==> src/rtl/instruction_loader.sv <==
// instruction_loader
// ------------------
// Receives a serial byte-stream image frame and writes it into instruction
// memory, holding the processor in reset until a complete image is loaded.
//
// Frame layout (every field 32 bits, big-endian, first byte -> [31:24]):
//   header word N (number of data words), N data words,
//   then one checksum word when LOADER_CHECKSUM_EN is defined.
//
// Optional feature macro: LOADER_CHECKSUM_EN
//   defined   : a trailing checksum word (sum mod 2^32 of the data words) is
//               required; a mismatch ends the load in ERROR.
//   undefined : no checksum state or register; the frame ends after the data.
//
// Parameters
//   DEPTH_WORDS  instruction memory capacity in 32-bit words (1..65535)
//   BASE_ADDR    byte address of the first written word (word aligned)
//
// Ports
//   clock         in   sole clock, rising edge
//   reset         in   synchronous, active-low
//   start         in   one-cycle load request (honoured in IDLE/DONE/ERROR)
//   in_byte[7:0]  in   stream byte
//   in_valid      in   in_byte is valid
//   in_ready      out  loader can take a byte this cycle
//   imem_wr_en    out  one-cycle instruction memory write strobe
//   imem_addr     out  write byte address (holds between strobes)
//   imem_wr_data  out  write data (holds between strobes)
//   cpu_reset     out  active-high processor reset, low only in DONE
//   busy          out  frame in progress
//   done          out  load completed (sticky until start/reset)
//   error         out  load aborted (sticky until start/reset)
//   dbg_state     out  current FSM state encoding, for observation
//
// Handshake: a byte transfers on a rising edge where in_valid=1 and
// in_ready=1. in_ready is a registered function of the state only; it never
// depends on in_valid, and the sender may hold in_valid low for any number
// of cycles without losing partially assembled bytes.
module instruction_loader #(
  parameter int unsigned DEPTH_WORDS = 64,
  parameter logic [31:0] BASE_ADDR   = 32'h0
) (
  input  logic        clock,
  input  logic        reset,
  input  logic        start,
  input  logic [7:0]  in_byte,
  input  logic        in_valid,
  output logic        in_ready,
  output logic        imem_wr_en,
  output logic [31:0] imem_addr,
  output logic [31:0] imem_wr_data,
  output logic        cpu_reset,
  output logic        busy,
  output logic        done,
  output logic        error,
  output logic [2:0]  dbg_state
);

  typedef enum logic [2:0] {
    S_IDLE  = 3'd0,
    S_HDR   = 3'd1,
    S_DATA  = 3'd2,
`ifdef LOADER_CHECKSUM_EN
    S_CSUM  = 3'd3,
`endif
    S_DONE  = 3'd4,
    S_ERROR = 3'd5
  } state_t;

  state_t      state_q, state_d;
  logic [1:0]  byte_cnt_q, byte_cnt_d;   // bytes already taken in current field
  logic [23:0] shift_q, shift_d;         // earlier bytes of current field
  logic [31:0] n_q, n_d;                 // header word count
  logic [31:0] word_cnt_q, word_cnt_d;   // data words completed so far
  logic        wr_en_q, wr_en_d;
  logic [31:0] addr_q, addr_d;
  logic [31:0] data_q, data_d;
  logic        in_ready_q, in_ready_d;
  logic        busy_q, busy_d;
  logic        done_q, done_d;
  logic        error_q, error_d;
  logic        cpu_reset_q, cpu_reset_d;
`ifdef LOADER_CHECKSUM_EN
  logic [31:0] csum_q, csum_d;
`endif

  logic        accept;
  logic [31:0] word_full;   // field value if this byte is its fourth

  assign accept    = in_valid && in_ready_q;
  assign word_full = {shift_q, in_byte};

  always_comb begin
    state_d    = state_q;
    byte_cnt_d = byte_cnt_q;
    shift_d    = shift_q;
    n_d        = n_q;
    word_cnt_d = word_cnt_q;
    wr_en_d    = 1'b0;
    addr_d     = addr_q;
    data_d     = data_q;
`ifdef LOADER_CHECKSUM_EN
    csum_d     = csum_q;
`endif

    case (state_q)
      S_IDLE, S_DONE, S_ERROR: begin
        if (start) begin
          state_d    = S_HDR;
          byte_cnt_d = 2'd0;
          shift_d    = 24'd0;
          n_d        = 32'd0;
          word_cnt_d = 32'd0;
`ifdef LOADER_CHECKSUM_EN
          csum_d     = 32'd0;
`endif
        end
      end

      S_HDR: begin
        if (accept) begin
          shift_d    = word_full[23:0];
          byte_cnt_d = byte_cnt_q + 2'd1;
          if (byte_cnt_q == 2'd3) begin
            n_d = word_full;
            if (word_full > 32'(DEPTH_WORDS)) begin
              state_d = S_ERROR;
            end else if (word_full == 32'd0) begin
`ifdef LOADER_CHECKSUM_EN
              state_d = S_CSUM;
`else
              state_d = S_DONE;
`endif
            end else begin
              state_d = S_DATA;
            end
          end
        end
      end

      S_DATA: begin
        if (accept) begin
          shift_d    = word_full[23:0];
          byte_cnt_d = byte_cnt_q + 2'd1;
          if (byte_cnt_q == 2'd3) begin
            wr_en_d    = 1'b1;
            addr_d     = BASE_ADDR + (word_cnt_q << 2);
            data_d     = word_full;
            word_cnt_d = word_cnt_q + 32'd1;
`ifdef LOADER_CHECKSUM_EN
            csum_d     = csum_q + word_full;
`endif
            if (word_cnt_q == n_q - 32'd1) begin
`ifdef LOADER_CHECKSUM_EN
              state_d = S_CSUM;
`else
              state_d = S_DONE;
`endif
            end
          end
        end
      end

`ifdef LOADER_CHECKSUM_EN
      S_CSUM: begin
        if (accept) begin
          shift_d    = word_full[23:0];
          byte_cnt_d = byte_cnt_q + 2'd1;
          if (byte_cnt_q == 2'd3) begin
            state_d = (word_full == csum_q) ? S_DONE : S_ERROR;
          end
        end
      end
`endif

      default: state_d = S_IDLE;
    endcase

    in_ready_d = (state_d == S_HDR) || (state_d == S_DATA)
`ifdef LOADER_CHECKSUM_EN
                 || (state_d == S_CSUM)
`endif
                 ;
    busy_d     = in_ready_d;
    error_d    = (state_d == S_ERROR);
    // The final write strobe is registered on the same edge that enters
    // DONE, so done (and the cpu_reset release) waits until the state has
    // been DONE for a full cycle: the processor is never released in the
    // cycle that still carries the last memory write.
    done_d      = (state_d == S_DONE) && (state_q == S_DONE);
    cpu_reset_d = !done_d;
  end

  always_ff @(posedge clock) begin
    if (!reset) begin
      state_q     <= S_IDLE;
      byte_cnt_q  <= 2'd0;
      shift_q     <= 24'd0;
      n_q         <= 32'd0;
      word_cnt_q  <= 32'd0;
      wr_en_q     <= 1'b0;
      addr_q      <= 32'd0;
      data_q      <= 32'd0;
      in_ready_q  <= 1'b0;
      busy_q      <= 1'b0;
      done_q      <= 1'b0;
      error_q     <= 1'b0;
      cpu_reset_q <= 1'b1;
`ifdef LOADER_CHECKSUM_EN
      csum_q      <= 32'd0;
`endif
    end else begin
      state_q     <= state_d;
      byte_cnt_q  <= byte_cnt_d;
      shift_q     <= shift_d;
      n_q         <= n_d;
      word_cnt_q  <= word_cnt_d;
      wr_en_q     <= wr_en_d;
      addr_q      <= addr_d;
      data_q      <= data_d;
      in_ready_q  <= in_ready_d;
      busy_q      <= busy_d;
      done_q      <= done_d;
      error_q     <= error_d;
      cpu_reset_q <= cpu_reset_d;
`ifdef LOADER_CHECKSUM_EN
      csum_q      <= csum_d;
`endif
    end
  end

  assign in_ready     = in_ready_q;
  assign imem_wr_en   = wr_en_q;
  assign imem_addr    = addr_q;
  assign imem_wr_data = data_q;
  assign cpu_reset    = cpu_reset_q;
  assign busy         = busy_q;
  assign done         = done_q;
  assign error        = error_q;
  assign dbg_state    = state_q;

endmodule

==> config.mk <==
export PLATFORM = sky130hd
export DESIGN_NAME = instruction_loader
export DESIGN_NICKNAME = d
export VERILOG_FILES = /design/src/rtl/instruction_loader.sv
export SDC_FILE = /design/constraint.sdc
export NUM_CORES = 1
export LEC_CHECK = 0
export BUFFER_PORTS_ARGS = -buffer_cell sky130_fd_sc_hd__buf_2
export CORE_MARGIN = 2
export CORE_UTILIZATION = 53
export DETAILED_ROUTE_END_ITERATION = 6
export GPL_ROUTABILITY_DRIVEN = 0
export GPL_TIMING_DRIVEN = 0
export HOLD_SLACK_MARGIN = 0.08
export PLACE_DENSITY = 0.76
export SLEW_MARGIN = 20
export SYNTH_ARGS = -nofsm -noshare
export SYNTH_HDL_FRONTEND = slang
export SYNTH_SLANG_ARGS = --single-unit
==> constraint.sdc <==
create_clock -name clock -period 2.85 [get_ports clock]
set_input_delay 0.285 -clock clock [delete_from_list [all_inputs] [get_ports clock]]
set_output_delay 0.285 -clock clock [all_outputs]
set_load 0.01 [all_outputs]
==> reports/results.txt, run 1 <==
Final Non-Filler Cells - 1235
root buf cell - clkbuf_16
Final WS setup - 0.0846 ns
router iterations before antenna repair - 5
share of layout cells above drive strength 1 - 0.155
height of the chip - 124 microns
Fmax - 362 MHz
prevailing post-synth register cell - dfxtp_1
synthesis-stage register bit count - 160
core region area - 13900 sq um
max-cap viol count - 0
diode count - 0
Seq/Total Area, Yosys - 0.423
worst-margin pin slew - 0.945 ns
PD cells - 547 nW/um^2
grt ovf - 0
dpl hpwl - 14.1 mm
asr flop ratio synth - 0
fin. max-slew vios - 0
worst vdd ir - 0.558 mV
Buffers & Inverters on Critical Path - 2
Crit path required time - 3.22 ns
overall routing resource usage - 0.269
CP Capture Type - flip-flop
CTS tree - built
Die ar. - 15300 sq um
CTS Buffer Depth - 2
synthesized area - 7570 sq um
Rows - 43
Post-CTS Hold Buffers - 0
Worst EP arrival - 3.14 ns
Setup Skew - 0.00595 ns
clk slew on worst S/H paths - 0.07 ns
DP Cell Count - 1193
Avg WL per Cell - 16.2 microns
Slowest-stage cell, CP - or4_4
nets - 1057
Post-Synthesis Cells - 931
CTS Buf Count - 17
Pwr Total - 4.94 mW
ANT nets after route - 0
Syn Area/Cell - 8.13 sq um
Die W - 124 microns
IO Pins - 85
Synth warnings - 0
initial cell density of the core - 0.543
commonest cells after routing, fill and taps aside - nand2_1 (209), dfxtp_1 (155), a21boi_0 (119)
Port Buf Inserts - 81
RSZ-0062 raised after global routing - true
HP Class - in2reg
clk_lat worst skew - 0.43 ns
# clock sinks - 160
CP top delay family - simple AND/OR/NAND/NOR gates
total wire length - 20.0 mm
vias in the first global route - 6166
Lkg Pwr - 3.36 nW
DRC Markers - 0
post-route cell area - 9030 sq um
Yosys cell types - 62
Cell Area, Placed - 8200 sq um
critical path class - reg2reg
Max stage delay on crit path - 0.44 ns
Worst Path Max Fanout - 4
Initial DRC Count - 505
largest net degree at the start of global routing - 17
Post-synth EDFFs - 0
Via-to-Cell Ratio - 5.58
CP cell instances - or3_4 -> or4_4 -> buf_6 -> buf_4 -> nor4_4 -> mux2_2 -> nand3_1 -> a21oi_2 -> a31oi_2 -> o311a_1
first-pass GRT wire length - 31.6 mm
H-tree depth - 4
via count - 6894
Relative slew margins - 0.368
status - finished, final reports clean
period utilization - 0.970
endpoints failing setup - 0
final core utilization - 0.648
Area Overhead vs Synth - 19.4%
clock period minus worst slack - 2.77 ns
Startpoint Class - flip-flop
commonest non-fill, non-tap cell in the layout - nand2_1
Hold Fails Final Rpt - 0
Post-Place Worst Slack - -0.587 ns
initial antenna violation count - 0
[tightest hold or removal path, stage by stage]
cell and delay (ns):
buf_2 0.14, nand2_1 0.06, a21boi_0 0.06
[flip-flops by register name (all words and copies together) (netlist names)]
signal	flops
busy	1
byte_cnt_q	2
cpu_reset	1
dbg_state	3
done	1
error	1
imem_addr	30
imem_wr_data	32
imem_wr_en	1
n_q	32
shift_q	24
word_cnt_q	32
[synth_stat cells (10+ instances only)]
cell type / count / area share
xnor2_1: 31 / 0.036
nand4_1: 14 / 0.012
nor4_1: 16 / 0.013
and3_1: 10 / 0.0083
dfxtp_1: 160 / 0.42
nor2b_1: 10 / 0.0083
a21boi_0: 119 / 0.12
nor3_1: 16 / 0.011
clkbuf_1: 58 / 0.029
nand2_1: 209 / 0.10
nand3_1: 80 / 0.053
nor2_1: 55 / 0.027
xor2_1: 35 / 0.040
[kinds of logic (layout without fill, tap and decap cells)]
logic type / after synthesis / after routing / synth area share
buffers and inverters: 74 / 197 / 0.0403
xor gates and xnor gates: 66 / 66 / 0.0764
and+or+nand+nor: 458 / 458 / 0.286
adders and majority gates: 3 / 3 / 0.00496
muxes: 6 / 6 / 0.00876
AOI/OAI and AO/OA: 163 / 163 / 0.160
other: 1 / 2 / 0.000495
DFF: 160 / 160 / 0.423
[where the power goes]
group          leakage, nW  switching [mW]  internal [mW]
logic                 1.79           0.217          0.143
clock network        0.278            1.00           1.31
registers             1.29          0.0185           2.24
total                 3.36            1.24           3.70
[repair_timing]
action | in CTS | in global routing
endpoints found under the setup margin | 12 | 7
pin swaps | 8 | 11
endpoints found under the hold margin | 0 | 0
buffers inserted | 8 | 4
resized for setup | 14 | 18
[layer usage]
metal	GRT usage	wire length [microns]
met1	0.352	8890
met2	0.434	9190
met3	0.0586	1380
met4	0.0980	578
met5	0	0
[worst paths after layout]
check                     start              end  slack (ns)  cells after the start
setup / recovery        n_q[15]             busy        0.08                     10
hold / removal       in_byte[2]  imem_wr_data[2]        0.17                      3
setup reg to reg        n_q[15]             busy        0.08                     10
hold reg to reg   imem_addr[14]    imem_addr[14]        0.46                      2
[metrics by stage]
| stage | hold WS [ns] | TNS [ns] |
|---|---|---|
| after floorplan | 0.430 | 0 |
| after global placement | 0.450 | -4.12 |
| after detailed placement | 0.454 | -4.17 |
| after CTS | 0.161 | -0.0181 |
| after global routing | 0.175 | -0.0183 |
| final | 0.170 | 0 |
[cell type report]
class                   instances  area (sq um)
plain buffers                  64           253
clock buffers                  17           425
clock inverters                15           178
fillers                      1205          4900
inverters                       8          32.5
multi-input cells             698          4210
flip-flops and latches        160          3210
well taps                     180           225
repair buffers                 93           499
Note: power is estimated with default switching activity, not from simulation.
==> run 2: changes to the inputs <==
ABC_AREA = 1   (was default)
==> run 2 against run 1 <==
Register-to-register slack better by 0.20 ns. Fmax is 7.7% higher. Routed wire length is 24% higher. Critical path type unchanged. Largest cell class unchanged.
==> reports/results.txt, run 2 <==
setup tns final - 0 ns
Power Internal - 3.80 mW
Final WS setup - 0.283 ns
Post-Synthesis Cells - 1194
Worst Path Max Fanout - 4
Seq/Total Area, Yosys - 0.399
share of layout cells above drive strength 1 - 0.113
Initial DRC Count - 909
prevailing post-synth register cell - dfxtp_1
Post-synth top cells - nor2_1 (252), nand2_1 (205), dfxtp_1 (160)
dpl hpwl - 18.8 mm
RSZ-0062 raised after global routing - false
Startpoint Class - flip-flop
Rows - 44
CTS Buf Count - 17
clk_lat worst skew - 0.43 ns
IO Pins - 85
ANT nets after route - 0
Worst EP arrival - 2.86 ns
commonest non-fill, non-tap cell in the layout - nor2_1
H-tree depth - 4
Net Sw Frac - 0.297
Crit path required time - 3.15 ns
Via-to-Cell Ratio - 5.71
worst vdd ir - 0.408 mV
clock share of power - 0.413
endpoints failing setup - 0
Syn Area/Cell - 6.72 sq um
router iterations before antenna repair - 6
synthesized area - 8030 sq um
via count - 8524
height of the chip - 127 microns
overall routing resource usage - 0.311
top cells by area, synth - dfxtp_1 (40%), nor2_1 (12%), nand2_1 (9.6%)
critical path class - reg2reg
Relative slew margins - 0.546
diode count - 0
Die ar. - 16100 sq um
# clock sinks - 160
Setup Skew - 0.0114 ns
DRC Markers - 0
first-pass GRT wire length - 39.7 mm
vias in the first global route - 7777
largest net degree at the start of global routing - 17
CTS Buffer Depth - 2
fillcell total - 1355
Die W - 127 microns
Post-Place Worst Slack - 0.149 ns
Post-synth EDFFs - 0
fin. max-slew vios - 0
Port Buf Inserts - 81
Synth warnings - 0
asr flop ratio synth - 0
Avg WL per Cell - 16.6 microns
Resize count post-CTS - 0
worst-margin pin slew - 0.681 ns
Comb power frac - 0.153
max-cap viol count - 0
Area Overhead vs Synth - 15.4%
sequential share of power - 0.435
initial antenna violation count - 1
Fmax - 390 MHz
commonest cells after routing, fill and taps aside - nor2_1 (249), nand2_1 (205), dfxtp_1 (160)
root buf cell - clkbuf_16
grt ovf - 0
initial cell density of the core - 0.548
CTS tree - built
HP Class - in2reg
Lkg Pwr - 4.22 nW
status - finished, final reports clean
CP Capture Type - flip-flop
Yosys cell types - 42
setup bufs post-CTS - 0
core region area - 14600 sq um
PD cells - 584 nW/um^2
total wire length - 24.8 mm
Hold Fails Final Rpt - 0
Post-CTS Hold Buffers - 0
clock period minus worst slack - 2.57 ns
Synth area leader - dfxtp_1
period utilization - 0.901
share of the synthesized area in the top cell type - 0.399
Switch Pwr - 1.61 mW
synthesis-stage register bit count - 160
nets - 1310
clk slew on worst S/H paths - 0.07 ns
count leader, synth - nor2_1
[run 2: layer usage]
| layer | vias to the layer above | global-route usage | share of wire |
|---|---|---|---|
| li1 | 4106 | - | - |
| met4 | 0 | 0.130 | 0.033 |
| met1 | 3928 | 0.420 | 0.42 |
| met3 | 67 | 0.0716 | 0.11 |
| met5 | - | 0 | 0 |
| met2 | 423 | 0.483 | 0.44 |
[run 2: worst paths after layout]
kind	startpoint	end	slack, ns	cells past startpoint
worst min-delay path	in_byte[1]	shift_q[1]	0.14	3
worst max register to register	n_q[0]	cpu_reset	0.28	13
worst max-delay path	n_q[0]	cpu_reset	0.28	13
worst min register to register	byte_cnt_q[0]	byte_cnt_q[0]	0.49	2
[run 2: metrics by stage]
stage	hold WS (ns)	utilization	area (sq um)	power (mW)	cells
final	0.142	0.633	9270	5.42	1492
after floorplan	0.420	-	8030	2.98	1195
after global routing	0.160	0.633	9270	5.64	1492
after global placement	0.464	0.592	8670	3.18	1460
after CTS	0.140	0.631	9250	5.39	1492
after detailed placement	0.479	0.592	8670	3.19	1460
[run 2: layout make-up]
cell class	instances	area [sq um]	share of cell area
Multi-Input combinational cell	872	4210	0.454
Sequential cell	160	3200	0.346
Clock buffer	19	453	0.0489
Inverter	110	413	0.0446
Timing Repair Buffer	81	405	0.0437
Tap cell	184	230	0.0248
Buffer	53	223	0.0240
Clock inverter	13	128	0.0138
[run 2: worst max-delay path, cell delays in order (launching register included)]
cell and delay [ns]:
dfxtp_1 0.33, inv_1 0.13, ha_1 0.25, nand2_1 0.15, nor2_1 0.26, nand2_1 0.19
nand2_1 0.16, nand4_1 0.11, nor2_1 0.15, nand2_1 0.06, nor2_1 0.10, nand4_1 0.24
nand2_1 0.21, nand3_1 0.09
[run 2: power groups by stage]
stage | Combinational, mW | Sequential, mW | Clock (mW)
after global routing | 0.937 | 2.36 | 2.35
after floorplan | 0.604 | 2.38 | 0
final | 0.827 | 2.35 | 2.23
after detailed placement | 0.788 | 2.40 | 0
after global placement | 0.778 | 2.40 | 0
after CTS | 0.797 | 2.35 | 2.24
[run 2: cell families after synthesis]
family | Yosys count | synth area share
AO/OA/AOI/OAI | 258 | 0.175
XOR/XNOR | 34 | 0.0371
adder cells (fa/ha/maj) | 3 | 0.00468
buffers and inverters | 163 | 0.0790
flip-flops | 160 | 0.399
other | 1 | 0.000467
AND/OR/NAND/NOR | 575 | 0.305
==> run 3: changes to the inputs <==
CORE_UTILIZATION = 59   (was 53)
PLACE_DENSITY = 0.8   (was 0.76)
clock period = 2.5 ns   (was 2.85 ns; I/O delays follow)
==> run 3 against run 2 <==
Combinational power is 23% higher. Sequential power is 14% higher. Fmax is 6.4% higher. Power is 13% higher. Setup slack worse by 0.19 ns. Clock-buffer cell count stayed put. Critical path depth is 2 higher. Highest routed layer unchanged.
==> reports/results.txt, run 3 (synthesis gave the netlist of run 2 again) <==
Initial DRC Count - 857
status - finished, final reports clean
PD cells - 653 nW/um^2
Post-Place Worst Slack - -0.141 ns
CTS Buf Count - 17
H-tree depth - 4
Hold Fails Final Rpt - 0
Power Internal - 4.26 mW
sequential share of power - 0.440
Port Buf Inserts - 81
initial antenna violation count - 0
overall routing resource usage - 0.342
HP Start - in_byte[2]
commonest cells after routing, fill and taps aside - nor2_1 (239), nand2_1 (199), dfxtp_1 (159)
core region area - 13200 sq um
largest net degree at the start of global routing - 17
Final WS setup - 0.0878 ns
max-cap viol count - 0
Relative slew margins - 0.536
dpl hpwl - 18.5 mm
ANT nets after route - 0
commonest non-fill, non-tap cell in the layout - nor2_1
Switch Pwr - 1.85 mW
first-pass GRT wire length - 39.1 mm
root buf cell - clkbuf_16
clock share of power - 0.393
hold_ws - 0.111 ns
fin. max-slew vios - 0
Lkg Pwr - 4.26 nW
total wire length - 24.5 mm
Area Overhead vs Synth - 16.5%
reg-to-reg startpoint - n_q[0]
vias in the first global route - 7582
r2r worst-path depth - 15
Die W - 121 microns
Hold Path Depth - 3
Worst EP arrival - 2.72 ns
nets - 1315
via count - 8533
Comb power frac - 0.168
DRC Markers - 0
share of layout cells above drive strength 1 - 0.137
Startpoint Class - flip-flop
height of the chip - 121 microns
Hold Path End - imem_wr_data[2]
worst-margin pin slew - 0.696 ns
clk_lat worst skew - 0.43 ns
worst vdd ir - 0.483 mV
# clock sinks - 160
clk slew on worst S/H paths - 0.07 ns
Fmax - 415 MHz
CP Capture Type - flip-flop
period utilization - 0.965
Crit path required time - 2.80 ns
Reg2Reg Setup Slack - 0.09 ns
Post-CTS Hold Buffers - 0
Worst Path Max Fanout - 6
Setup Skew - 0.00550 ns
Die ar. - 14600 sq um
Net Sw Frac - 0.303
diode count - 0
HP Class - in2reg
Via-to-Cell Ratio - 5.73
router iterations before antenna repair - 6
CTS tree - built
reg2reg end - cpu_reset
grt ovf - 0
initial cell density of the core - 0.606
fillcell total - 1184
clock period minus worst slack - 2.41 ns
IO Pins - 85
Avg WL per Cell - 16.5 microns
endpoints failing setup - 0
Rows - 42
CTS Buffer Depth - 2
critical path class - reg2reg
## run 3: changes by cell type in the layout (fill, tap and decap cells not counted), sizes merged
| cell | previous run | this run |
|---|---|---|
| clkinvlp | 4 | 2 |
| buf | 89 | 95 |
| clkbuf | 64 | 63 |
| clkinv | 6 | 11 |
| bufinv | 1 | 0 |
| inv | 112 | 110 |
## run 3: area by class of cell
cell class | instances | area [sq um] | area share
Tap cell | 176 | 220 | 0.0236
Timing Repair Buffer | 87 | 450 | 0.0482
Clock inverter | 13 | 87.6 | 0.00937
Multi-Input combinational cell | 872 | 4300 | 0.460
Clock buffer | 19 | 453 | 0.0484
Sequential cell | 160 | 3200 | 0.343
Inverter | 110 | 413 | 0.0442
Buffer | 52 | 220 | 0.0236
## run 3: repair_timing
item,in CTS,in global routing
setup endpoints to repair,11,50
resized for setup,5,34
pin swaps,0,6
gates cloned,0,0
buffers inserted,0,6
## run 3: worst max-delay path by stage
stage | start | to | slack [ns]
6_report | n_q[0] | cpu_reset | 0.09
5_1_grt | n_q[2] | cpu_reset | -0.008
4_1_cts | n_q[0] | cpu_reset | 0.02
3_5_place_dp | n_q[0] | cpu_reset | -0.14
3_3_place_gp | n_q[0] | cpu_reset | -0.10
2_1_floorplan | n_q[0] | cpu_reset | 0.58
## run 3: stage by stage
stage / util / power (mW) / cells / cell area (sq um) / setup TNS [ns]
6_report: 0.706 / 6.11 / 1489 / 9350 / 0
5_1_grt: 0.706 / 6.34 / 1489 / 9350 / -0.0110
4_1_cts: 0.696 / 5.99 / 1484 / 9210 / 0
3_5_place_dp: 0.654 / 3.64 / 1452 / 8660 / -0.377
3_3_place_gp: 0.654 / 3.63 / 1452 / 8660 / -0.230
2_1_floorplan: - / 3.40 / 1195 / 8030 / 0
## run 3: routing by layer
| layer | global-route usage | wire [microns] |
|---|---|---|
| met5 | 0 | 0 |
| met4 | 0.128 | 730 |
| met3 | 0.0788 | 2600 |
| met2 | 0.506 | 10500 |
| met1 | 0.486 | 10700 |
## run 3: critical path, stage by stage, from the launching register on
cell     delay (ns)
dfxtp_1        0.33
inv_2          0.12
ha_4           0.18
nand2_2        0.10
nor2_4         0.24
nand2_1        0.14
nand2_1        0.10
nand2_1        0.05
nor2_1         0.13
nand2_1        0.06
nor2_1         0.10
nand3_1        0.07
nor2_1         0.09
nand4_1        0.28
nand2_2        0.20
nand3_1        0.08
## run 3: power groups by stage
stage	sequential (mW)	clock [mW]	combinational, mW
floorplan	2.71	0	0.689
global placement	2.74	0	0.889
detailed placement	2.74	0	0.904
CTS	2.68	2.39	0.919
global route	2.69	2.51	1.14
finish	2.69	2.40	1.02
